[config.mk]
export PLATFORM = sky130hd
export DESIGN_NAME = stopwatch_ctrl
export DESIGN_NICKNAME = d
export VERILOG_FILES = /design/src/rtl/stopwatch_pkg.sv /design/src/rtl/btn_debounce.sv /design/src/rtl/stopwatch_ctrl.sv
export SDC_FILE = /design/constraint.sdc
export NUM_CORES = 1
export LEC_CHECK = 0
export BUFFER_PORTS_ARGS = -buffer_cell sky130_fd_sc_hd__buf_2
export CORE_MARGIN = 8
export CORE_UTILIZATION = 61
export CTS_CLUSTER_SIZE = 40
export DETAILED_ROUTE_END_ITERATION = 8
export PLACE_DENSITY = 0.77
export SLEW_MARGIN = 15
export SYNTH_ARGS = -nofsm -noshare
export SYNTH_HDL_FRONTEND = slang
export SYNTH_SLANG_ARGS = --single-unit
[constraint.sdc]
create_clock -name clk -period 2.3 [get_ports clk]
set_input_delay 0.345 -clock clk [delete_from_list [all_inputs] [get_ports clk]]
set_output_delay 0.345 -clock clk [all_outputs]
set_load 0.02 [all_outputs]
[src/rtl/stopwatch_pkg.sv]
//------------------------------------------------------------------------------
// Module   : stopwatch_pkg
// Brief    : State encodings, blank masks and helpers for the stopwatch controller.
// Revision : 1.0 - initial release
//------------------------------------------------------------------------------
`default_nettype none

package stopwatch_pkg;

    localparam int STATE_W = 3;

    localparam logic [STATE_W-1:0] IDLE    = 3'd0;
    localparam logic [STATE_W-1:0] RUN     = 3'd1;
    localparam logic [STATE_W-1:0] PAUSE   = 3'd2;
    localparam logic [STATE_W-1:0] SET_MIN = 3'd3;
    localparam logic [STATE_W-1:0] SET_SEC = 3'd4;

    localparam logic [3:0] BLANK_MIN = 4'b1100;
    localparam logic [3:0] BLANK_SEC = 4'b0011;

    function automatic logic is_set_state(input logic [STATE_W-1:0] s);
        return (s == SET_MIN) || (s == SET_SEC);
    endfunction

endpackage

`default_nettype wire

[src/rtl/btn_debounce.sv]
//------------------------------------------------------------------------------
// Module   : btn_debounce
// Brief    : 2-FF synchronizer, stability counter and 1-cycle press pulse.
// Revision : 1.0 - initial release
//------------------------------------------------------------------------------
`default_nettype none

module btn_debounce #(
    parameter int DB_CYCLES = 1_000_000
) (
    input  logic clk,
    input  logic rstn,
    input  logic btn_raw,
    output logic press_o
);

    localparam int c_cnt_w = (DB_CYCLES > 1) ? $clog2(DB_CYCLES) : 1;
    localparam logic [c_cnt_w-1:0] c_cnt_last = c_cnt_w'(DB_CYCLES - 1);

    logic               r_sync1;
    logic               r_sync2;
    logic               r_level;
    logic               r_press;
    logic [c_cnt_w-1:0] r_cnt;

    // The pulse is registered alongside the level flip so it lines up with the new level.
    always_ff @(posedge clk or negedge rstn) begin
        if (!rstn) begin
            r_sync1 <= 1'b0;
            r_sync2 <= 1'b0;
            r_level <= 1'b0;
            r_press <= 1'b0;
            r_cnt   <= '0;
        end else begin
            r_sync1 <= btn_raw;
            r_sync2 <= r_sync1;
            r_press <= 1'b0;
            if (r_sync2 == r_level) begin
                r_cnt <= '0;
            end else if (r_cnt == c_cnt_last) begin
                r_cnt   <= '0;
                r_level <= r_sync2;
                r_press <= r_sync2;
            end else begin
                r_cnt <= r_cnt + 1'b1;
            end
        end
    end

    assign press_o = r_press;

endmodule

`default_nettype wire

[src/rtl/stopwatch_ctrl.sv]
//------------------------------------------------------------------------------
// Module   : stopwatch_ctrl
// Brief    : RUN/PAUSE/SET sequencer for the MM:SS stopwatch; optional lap hold
//            output enabled by defining LAP_HOLD_EN.
// Revision : 1.0 - initial release
//------------------------------------------------------------------------------
`default_nettype none

module stopwatch_ctrl
    import stopwatch_pkg::*;
#(
    parameter int TICK_DIV  = 50_000_000,
    parameter int DB_CYCLES = 1_000_000,
    parameter int BLINK_DIV = 12_500_000
) (
    input  logic       clk,
    input  logic       rstn,
    input  logic       btn_start,
    input  logic       btn_mode,
    input  logic       btn_inc,
    output logic       tick_o,
    output logic       clr_o,
    output logic       inc_min_o,
    output logic       inc_sec_o,
    output logic [3:0] blank_o,
    output logic       running_o,
`ifdef LAP_HOLD_EN
    output logic       hold_o,
`endif
    output logic [2:0] state_o
);

    localparam int c_presc_w = (TICK_DIV > 1) ? $clog2(TICK_DIV) : 1;
    localparam int c_blink_w = (BLINK_DIV > 1) ? $clog2(BLINK_DIV) : 1;
    localparam logic [c_presc_w-1:0] c_presc_last = c_presc_w'(TICK_DIV - 1);
    localparam logic [c_blink_w-1:0] c_blink_last = c_blink_w'(BLINK_DIV - 1);

    logic                 w_press_start;
    logic                 w_press_mode;
    logic                 w_press_inc;
    logic                 w_go_start;
    logic                 w_go_mode;
    logic                 w_go_inc;
    logic [STATE_W-1:0]   r_state;
    logic [STATE_W-1:0]   w_state_nxt;
    logic [c_presc_w-1:0] r_presc;
    logic                 w_presc_wrap;
    logic [c_blink_w-1:0] r_blink_cnt;
    logic                 r_blink;
    logic                 r_tick;
    logic                 r_clr;
    logic                 r_inc_min;
    logic                 r_inc_sec;
    logic                 w_tick_nxt;
    logic                 w_clr_nxt;
    logic                 w_inc_min_nxt;
    logic                 w_inc_sec_nxt;
`ifdef LAP_HOLD_EN
    logic                 r_hold;
    logic                 w_hold_nxt;
`endif

    btn_debounce #(.DB_CYCLES(DB_CYCLES)) u_db_start (
        .clk     (clk),
        .rstn    (rstn),
        .btn_raw (btn_start),
        .press_o (w_press_start)
    );

    btn_debounce #(.DB_CYCLES(DB_CYCLES)) u_db_mode (
        .clk     (clk),
        .rstn    (rstn),
        .btn_raw (btn_mode),
        .press_o (w_press_mode)
    );

    btn_debounce #(.DB_CYCLES(DB_CYCLES)) u_db_inc (
        .clk     (clk),
        .rstn    (rstn),
        .btn_raw (btn_inc),
        .press_o (w_press_inc)
    );

    // Only the strongest press of a cycle survives, even if the state ignores it.
    assign w_go_start   = w_press_start;
    assign w_go_mode    = w_press_mode & ~w_press_start;
    assign w_go_inc     = w_press_inc & ~w_press_mode & ~w_press_start;
    assign w_presc_wrap = (r_presc == c_presc_last);

    always_comb begin
        w_state_nxt   = r_state;
        w_tick_nxt    = 1'b0;
        w_clr_nxt     = 1'b0;
        w_inc_min_nxt = 1'b0;
        w_inc_sec_nxt = 1'b0;
`ifdef LAP_HOLD_EN
        w_hold_nxt    = r_hold;
`endif
        case (r_state)
            IDLE: begin
                if (w_go_start)     w_state_nxt = RUN;
                else if (w_go_mode) w_state_nxt = SET_MIN;
            end
            RUN: begin
                w_tick_nxt = w_presc_wrap;
                if (w_go_start) w_state_nxt = PAUSE;
`ifdef LAP_HOLD_EN
                else if (w_go_inc) w_hold_nxt = ~r_hold;
`endif
            end
            PAUSE: begin
                if (w_go_start) begin
                    w_state_nxt = RUN;
                end else if (w_go_mode) begin
                    w_state_nxt = IDLE;
                    w_clr_nxt   = 1'b1;
                end
`ifdef LAP_HOLD_EN
                else if (w_go_inc && r_hold) w_hold_nxt = 1'b0;
`endif
            end
            SET_MIN: begin
                if (w_go_mode)     w_state_nxt   = SET_SEC;
                else if (w_go_inc) w_inc_min_nxt = 1'b1;
            end
            SET_SEC: begin
                if (w_go_mode)     w_state_nxt   = IDLE;
                else if (w_go_inc) w_inc_sec_nxt = 1'b1;
            end
            default: w_state_nxt = IDLE;
        endcase
`ifdef LAP_HOLD_EN
        if (w_state_nxt != RUN && w_state_nxt != PAUSE) w_hold_nxt = 1'b0;
`endif
    end

    always_ff @(posedge clk or negedge rstn) begin
        if (!rstn) begin
            r_state   <= IDLE;
            r_tick    <= 1'b0;
            r_clr     <= 1'b0;
            r_inc_min <= 1'b0;
            r_inc_sec <= 1'b0;
        end else begin
            r_state   <= w_state_nxt;
            r_tick    <= w_tick_nxt;
            r_clr     <= w_clr_nxt;
            r_inc_min <= w_inc_min_nxt;
            r_inc_sec <= w_inc_sec_nxt;
        end
    end

    // PAUSE keeps the partial second; every non-run state restarts it.
    always_ff @(posedge clk or negedge rstn) begin
        if (!rstn) begin
            r_presc <= '0;
        end else if (r_state == RUN) begin
            if (w_presc_wrap) r_presc <= '0;
            else              r_presc <= r_presc + 1'b1;
        end else if (r_state != PAUSE) begin
            r_presc <= '0;
        end
    end

    always_ff @(posedge clk or negedge rstn) begin
        if (!rstn) begin
            r_blink_cnt <= '0;
            r_blink     <= 1'b0;
        end else if (is_set_state(r_state) && (w_state_nxt == r_state)) begin
            if (r_blink_cnt == c_blink_last) begin
                r_blink_cnt <= '0;
                r_blink     <= ~r_blink;
            end else begin
                r_blink_cnt <= r_blink_cnt + 1'b1;
            end
        end else begin
            r_blink_cnt <= '0;
            r_blink     <= 1'b0;
        end
    end

`ifdef LAP_HOLD_EN
    always_ff @(posedge clk or negedge rstn) begin
        if (!rstn) r_hold <= 1'b0;
        else       r_hold <= w_hold_nxt;
    end

    assign hold_o = r_hold;
`endif

    always_comb begin
        blank_o = 4'b0000;
        if (r_blink) begin
            if (r_state == SET_MIN)      blank_o = BLANK_MIN;
            else if (r_state == SET_SEC) blank_o = BLANK_SEC;
        end
    end

    assign tick_o    = r_tick;
    assign clr_o     = r_clr;
    assign inc_min_o = r_inc_min;
    assign inc_sec_o = r_inc_sec;
    assign running_o = (r_state == RUN);
    assign state_o   = r_state;

endmodule

`default_nettype wire

* Yosys cells after proc, flatten, opt, wreduce, memory -nomap -nowiden
Index checks and enable logic that the tools add are counted.
** Word-level totals
- Output and inout port bits :: 12
- Word-level logic and storage cells :: 96
- Input bits :: 5
- Bits in registers :: 130
** Operators by class
- Multiplexer cells :: 37
- Equality and inequality tests :: 15
- Reductions and logical operators :: 7
- $add $sub $neg :: 5
- Bitwise operators :: 9
** Operators by type and width (count)
- 20-bit 2-to-1 mux :: 6
- 26-bit 2-to-1 mux :: 3
- 20-bit by 1-bit adder with 20-bit output (second input constant) :: 3
- 20-bit equality test (second input constant) :: 3
- 24-bit 2-to-1 mux :: 2
- 26-bit by 1-bit adder with 26-bit output (second input constant) :: 1
- 26-bit equality test (second input constant) :: 1
- 24-bit by 1-bit adder with 24-bit output (second input constant) :: 1
- 24-bit equality test (second input constant) :: 1
- 3-bit 2-to-1 mux :: 6
- 1-bit 2-to-1 mux :: 16
- 3-bit case mux with 5 select lines :: 1
- 4-bit 2-to-1 mux :: 2
- 3-bit by 2-bit equality test with 1-bit output (second input constant) :: 2
- 1-bit inverter :: 6
- 2-bit AND reduction :: 3
- 1-bit AND :: 3
- 1-bit equality test :: 3
- 3-bit by 1-bit equality test with 1-bit output (second input constant) :: 1
- 3-bit equality test :: 1
- 3-bit equality test (second input constant) :: 1
- 3-bit logical NOT :: 1
- 3-bit by 2-bit inequality test with 1-bit output (second input constant) :: 1
- 2-bit 2-to-1 mux :: 1
- 4 further kinds :: 4

* Longest topological paths before layout
- Word-level depth :: 8
- Gate-level depth with buffers :: 8
- Mapped depth without buffers :: 6

* Modules after synthesis
A second synthesis with hierarchy kept.
** Unflattened totals
- Cell total of the unflattened synthesis :: 677
- Area, all modules :: 6478.7 µm²
** By module, submodules not included
- btn_debounce :: cells each 116, times used 3, area each 1136.1 µm², seq. area each 600.6 µm²
- stopwatch_ctrl :: cells each 329, times used 1, area each 3070.4 µm², seq. area each 1451.4 µm²

* Worst setup path before layout
Ideal clock, no wire load.
- Path type :: register to register
- Start :: reg r_presc[18]
- End :: reg r_presc[0]
- Clock period less this slack :: 1.915 ns
- Slack :: 0.385 ns
- Setup time :: 0.125 ns
- Cell stages (with the launch flop) :: 7
- Buffers on the path :: 2
- Data required time :: 2.175 ns
- Arrival time :: 1.790 ns
- Path through :: dfrtp_1 -> or4_4 -> nor4_4 -> a31oi_1 -> buf_6 -> buf_6 -> mux2_2
** Between the ends
- Cells in the longest elaborated chain, start to end :: 3
** RTL lines
- from (decl) :: RTL line stopwatch_ctrl.sv:46 : logic [c_presc_w-1:0] r_presc;
- from (signal assigned) :: RTL line stopwatch_ctrl.sv:159 : else r_presc <= r_presc + 1'b1;
- 26-bit equality test :: RTL line stopwatch_ctrl.sv:88 : assign w_presc_wrap = (r_presc == c_presc_last);
- 26-bit 2-to-1 mux :: RTL line stopwatch_ctrl.sv:158 : if (w_presc_wrap) r_presc <= '0;
- 26-bit 2-to-1 mux :: RTL line stopwatch_ctrl.sv:157 : end else if (r_state == RUN) begin
Every way passes these cells.
A chain may end at the register's enable or synchronous reset.

* Worst setup path after layout
- Start :: reg r_presc[18]
- End :: reg r_presc[4]
Same word-level chain as after synthesis.

==> flow_summary.json <==
{
  "hp-class": "primary input to async pin",
  "synthCells": 633,
  "io_pins": 17,
  "p_sw_mw": 1.028,
  "core.rowCount": 37,
  "syn_area_um2": 6257,
  "path_max_fanout": 22,
  "synth_compound_area_share_pct": 6.119,
  "drv_cap": 0,
  "detail_route.vias_per_cell": 5.748,
  "place_area_um2": 6553,
  "die_h_um": 117.3,
  "cts_buffers": 17,
  "status": "finished clean",
  "ys_seq_area_share_pct": 51.99,
  "area_delta_synth_final_pct": 14.46,
  "fin_crit_sh_pct": 95.53,
  "seq_area_um2": 3253,
  "required_ns": 2.67,
  "synth_xor_area_share_pct": 11.20,
  "cp-start-kind": "register",
  "p_sw_share_pct": 20.65,
  "post-cts-setup-buffer-count": 0,
  "p_int_mw": 3.950,
  "ys_async_sr_fraction_pct": 100.0,
  "tightest_slew_ns": 0.7455,
  "fin_worst_skew_ns": 0.005421,
  "synth_flop_cell": "dfrtp_1",
  "rr_worst_depth": 6,
  "pwr-share-comb_pct": 2.1,
  "wl_per_cell_um": 15.03,
  "ys_warn_count": 0,
  "ant_nets": 0,
  "max-vdd-ir-drop_mv": 0.5478,
  "track_usage_pct": 19.91,
  "synth_area_leaders": "dfrtp_1 (52%), nor2_1 (7.1%), xor2_1 (7.1%), xnor2_1 (4.1%), nand3_1 (3.9%)",
  "multi_input_area_um2": 2845,
  "fillCellCount": 690,
  "overflow": 0,
  "rsz0062_at_grt": "no",
  "grt_max_degree": 49,
  "grt_pass1_vias": 4649,
  "critPathMaxStageDelay_ns": 0.57,
  "hold_violations": 0,
  "arrival_ns": 2.56,
  "synth_fa_ha_area_share_pct": 0.9998,
  "hpwl_um": 8035,
  "cts_tree": "built",
  "ys_seq_elements": 130,
  "yosys.area.top_type": "dfrtp_1",
  "wirelength_um": 12290,
  "holdBufCountCts": 4,
  "cts_root_buffer": "clkbuf_8",
  "final_area_um2": 7162,
  "crit_path_top_delay_cell": "or4_4",
  "n_antenna_cell": 0,
  "grt_pass1_wl_um": 21390,
  "mostFrequentLayoutCells": "dfrtp_1 (130), nor2_1 (119), xor2_1 (51)",
  "power_density_nw_per_um2": 695.0,
  "seq_power_share_pct": 46.7,
  "first_pass_iters": 5,
  "die_w_um": 117.3,
  "utilization_pct": 70.64,
  "die_area_um2": 13750,
  "slew_violations": 0,
  "yosys.area_share.simple_pct": 25.71,
  "clkTransAtPathRegs_ns": 0.06,
  "post-place-ws_ns": 0.1396,
  "start_util_pct": 61.72,
  "final_common_cell": "dfrtp_1",
  "port_buffers": 16,
  "pwr-share-clk_pct": 51.2,
  "vias": 4702,
  "period_needed_ns": 2.197,
  "setup_viol": 0,
  "synth.mux.area_fraction_pct": 1.200,
  "gp_congestion": 0.8392,
  "cts_resized": 0,
  "clk_path_buf_depth": 2,
  "crit_chain": "or4_4, nor4_4, a31oi_4, buf_12, a41oi_1, a31oi_1",
  "critPathKind": "register to register",
  "fmax_ghz": 0.4551,
  "synth_top_area_share_pct": 51.99,
  "setup_ws_ns": 0.1028,
  "cts.sinks": 130,
  "synth_top_family_by_area": "simple AND/OR/NAND/NOR gates",
  "clkLatencyLatePin_ns": 0.52,
  "drive_above_1_share_pct": 11.73,
  "synth-edff-count": 0,
  "htreeDepth": 4,
  "max_slew_margin_pct": 50.15,
  "setup-tns-final_ns": 0,
  "antenna_found_initial": 0,
  "drc_errors": 0,
  "syn-num-nets": 643,
  "final_net_count": 679,
  "synth.avg_cell_area_um2": 9.885,
  "drt-initial-drc-count": 356,
  "ys_types": 55,
  "coreArea_um2": 10140,
  "end_kind": "register",
  "cellLeakagePower_nw": 3.074
}
==> through the flow <==
step	std cells	hold slack [ns]	total power, mW
2_1_floorplan	633	0.04941	2.397
3_3_place_gp	782	0.3234	2.461
3_5_place_dp	782	0.3264	2.465
4_1_cts	818	0.3054	5.023
5_1_grt	818	0.3409	5.139
6_report	818	0.3181	4.977
==> layout make-up <==
cell class,count,area share [%]
Tap cell,136,2.376
Timing Repair Buffer,36,3.739
Clock inverter,11,1.537
Sequential cell,130,45.42
Multi-Input combinational cell,469,39.73
Clock buffer,21,6.412
Inverter,15,0.7862
==> registers in the layout (all words and copies together), names as in the netlist, 3 cells and up <==
| name | count |
|---|---|
| u_db_mode.r_cnt | 20 |
| r_blink_cnt | 24 |
| state_o | 3 |
| r_presc | 26 |
| u_db_inc.r_cnt | 20 |
| u_db_start.r_cnt | 20 |
==> synth_stat cells, drive strengths merged (2+ instances only) <==
cell type,n
o21ai,11
inv,15
a22o,2
nand4,31
o211ai,2
mux2,4
nor2,119
a21o,2
xor2,51
a211oi,2
nor3b,3
and2,3
and3,17
buf,12
clkbuf,7
nand3,50
xnor2,29
nor4,14
dfrtp,130
nor3,10
mux2i,3
a41oi,6
or2,2
a21oi,16
nand2,44
or4,2
a31oi,17
nand2b,5
nand3b,4
and4,3
ha,5
or3,3
==> worst paths after layout <==
| check | from | endpoint | slack [ns] |
|---|---|---|---|
| max | r_presc[18] | r_presc[4] | 0.10 |
| min | rstn | r_presc[14] | 0.32 |
| max in group asynchronous | rstn | u_db_start.r_cnt[5] | 1.21 |
| min in group clk | u_db_mode.r_sync1 | u_db_mode.r_sync2 | 0.35 |
| min reg2reg | u_db_mode.r_sync1 | u_db_mode.r_sync2 | 0.35 |
| max reg2reg | r_presc[18] | r_presc[4] | 0.10 |
==> per-layer routing <==
| metal | global-route usage (%) | routed length [µm] | up-vias | part of all wire, % |
|---|---|---|---|---|
| met2 | 31.26 | 5924 | 105 | 48 |
| li1 | - | - | 2287 | - |
| met4 | 9.898 | 194 | 0 | 1.6 |
| met1 | 25.02 | 5625 | 2290 | 46 |
| met3 | 5.233 | 548 | 20 | 4.5 |
| met5 | 0 | 0 | - | 0 |
==> worst max-delay path: cells and delay by family, from the launching register on <==
family	cells	cell delay, ns
buf+inv	1	0.23
simple gates	2	0.79
compound gates	3	0.56
flops	1	0.44
==> power groups by stage <==
stage	clock (mW)	combinational, mW	sequential, mW
floorplan	0	0.0374	2.36
global placement	0	0.0992	2.36
detailed placement	0	0.103	2.36
CTS	2.59	0.110	2.32
global route	2.69	0.125	2.32
finish	2.55	0.106	2.32
==> kinds of logic (layout without fill, tap and decap cells) <==
group | Yosys count | in the layout
xor gates and xnor gates | 80 | 80
and+or+nand+nor | 316 | 316
muxes | 7 | 7
AOI/OAI and AO/OA | 61 | 61
buffers and inverters | 34 | 83
DFF | 130 | 130
adders and majority gates | 5 | 5
(Power assumes the default switching activity.)
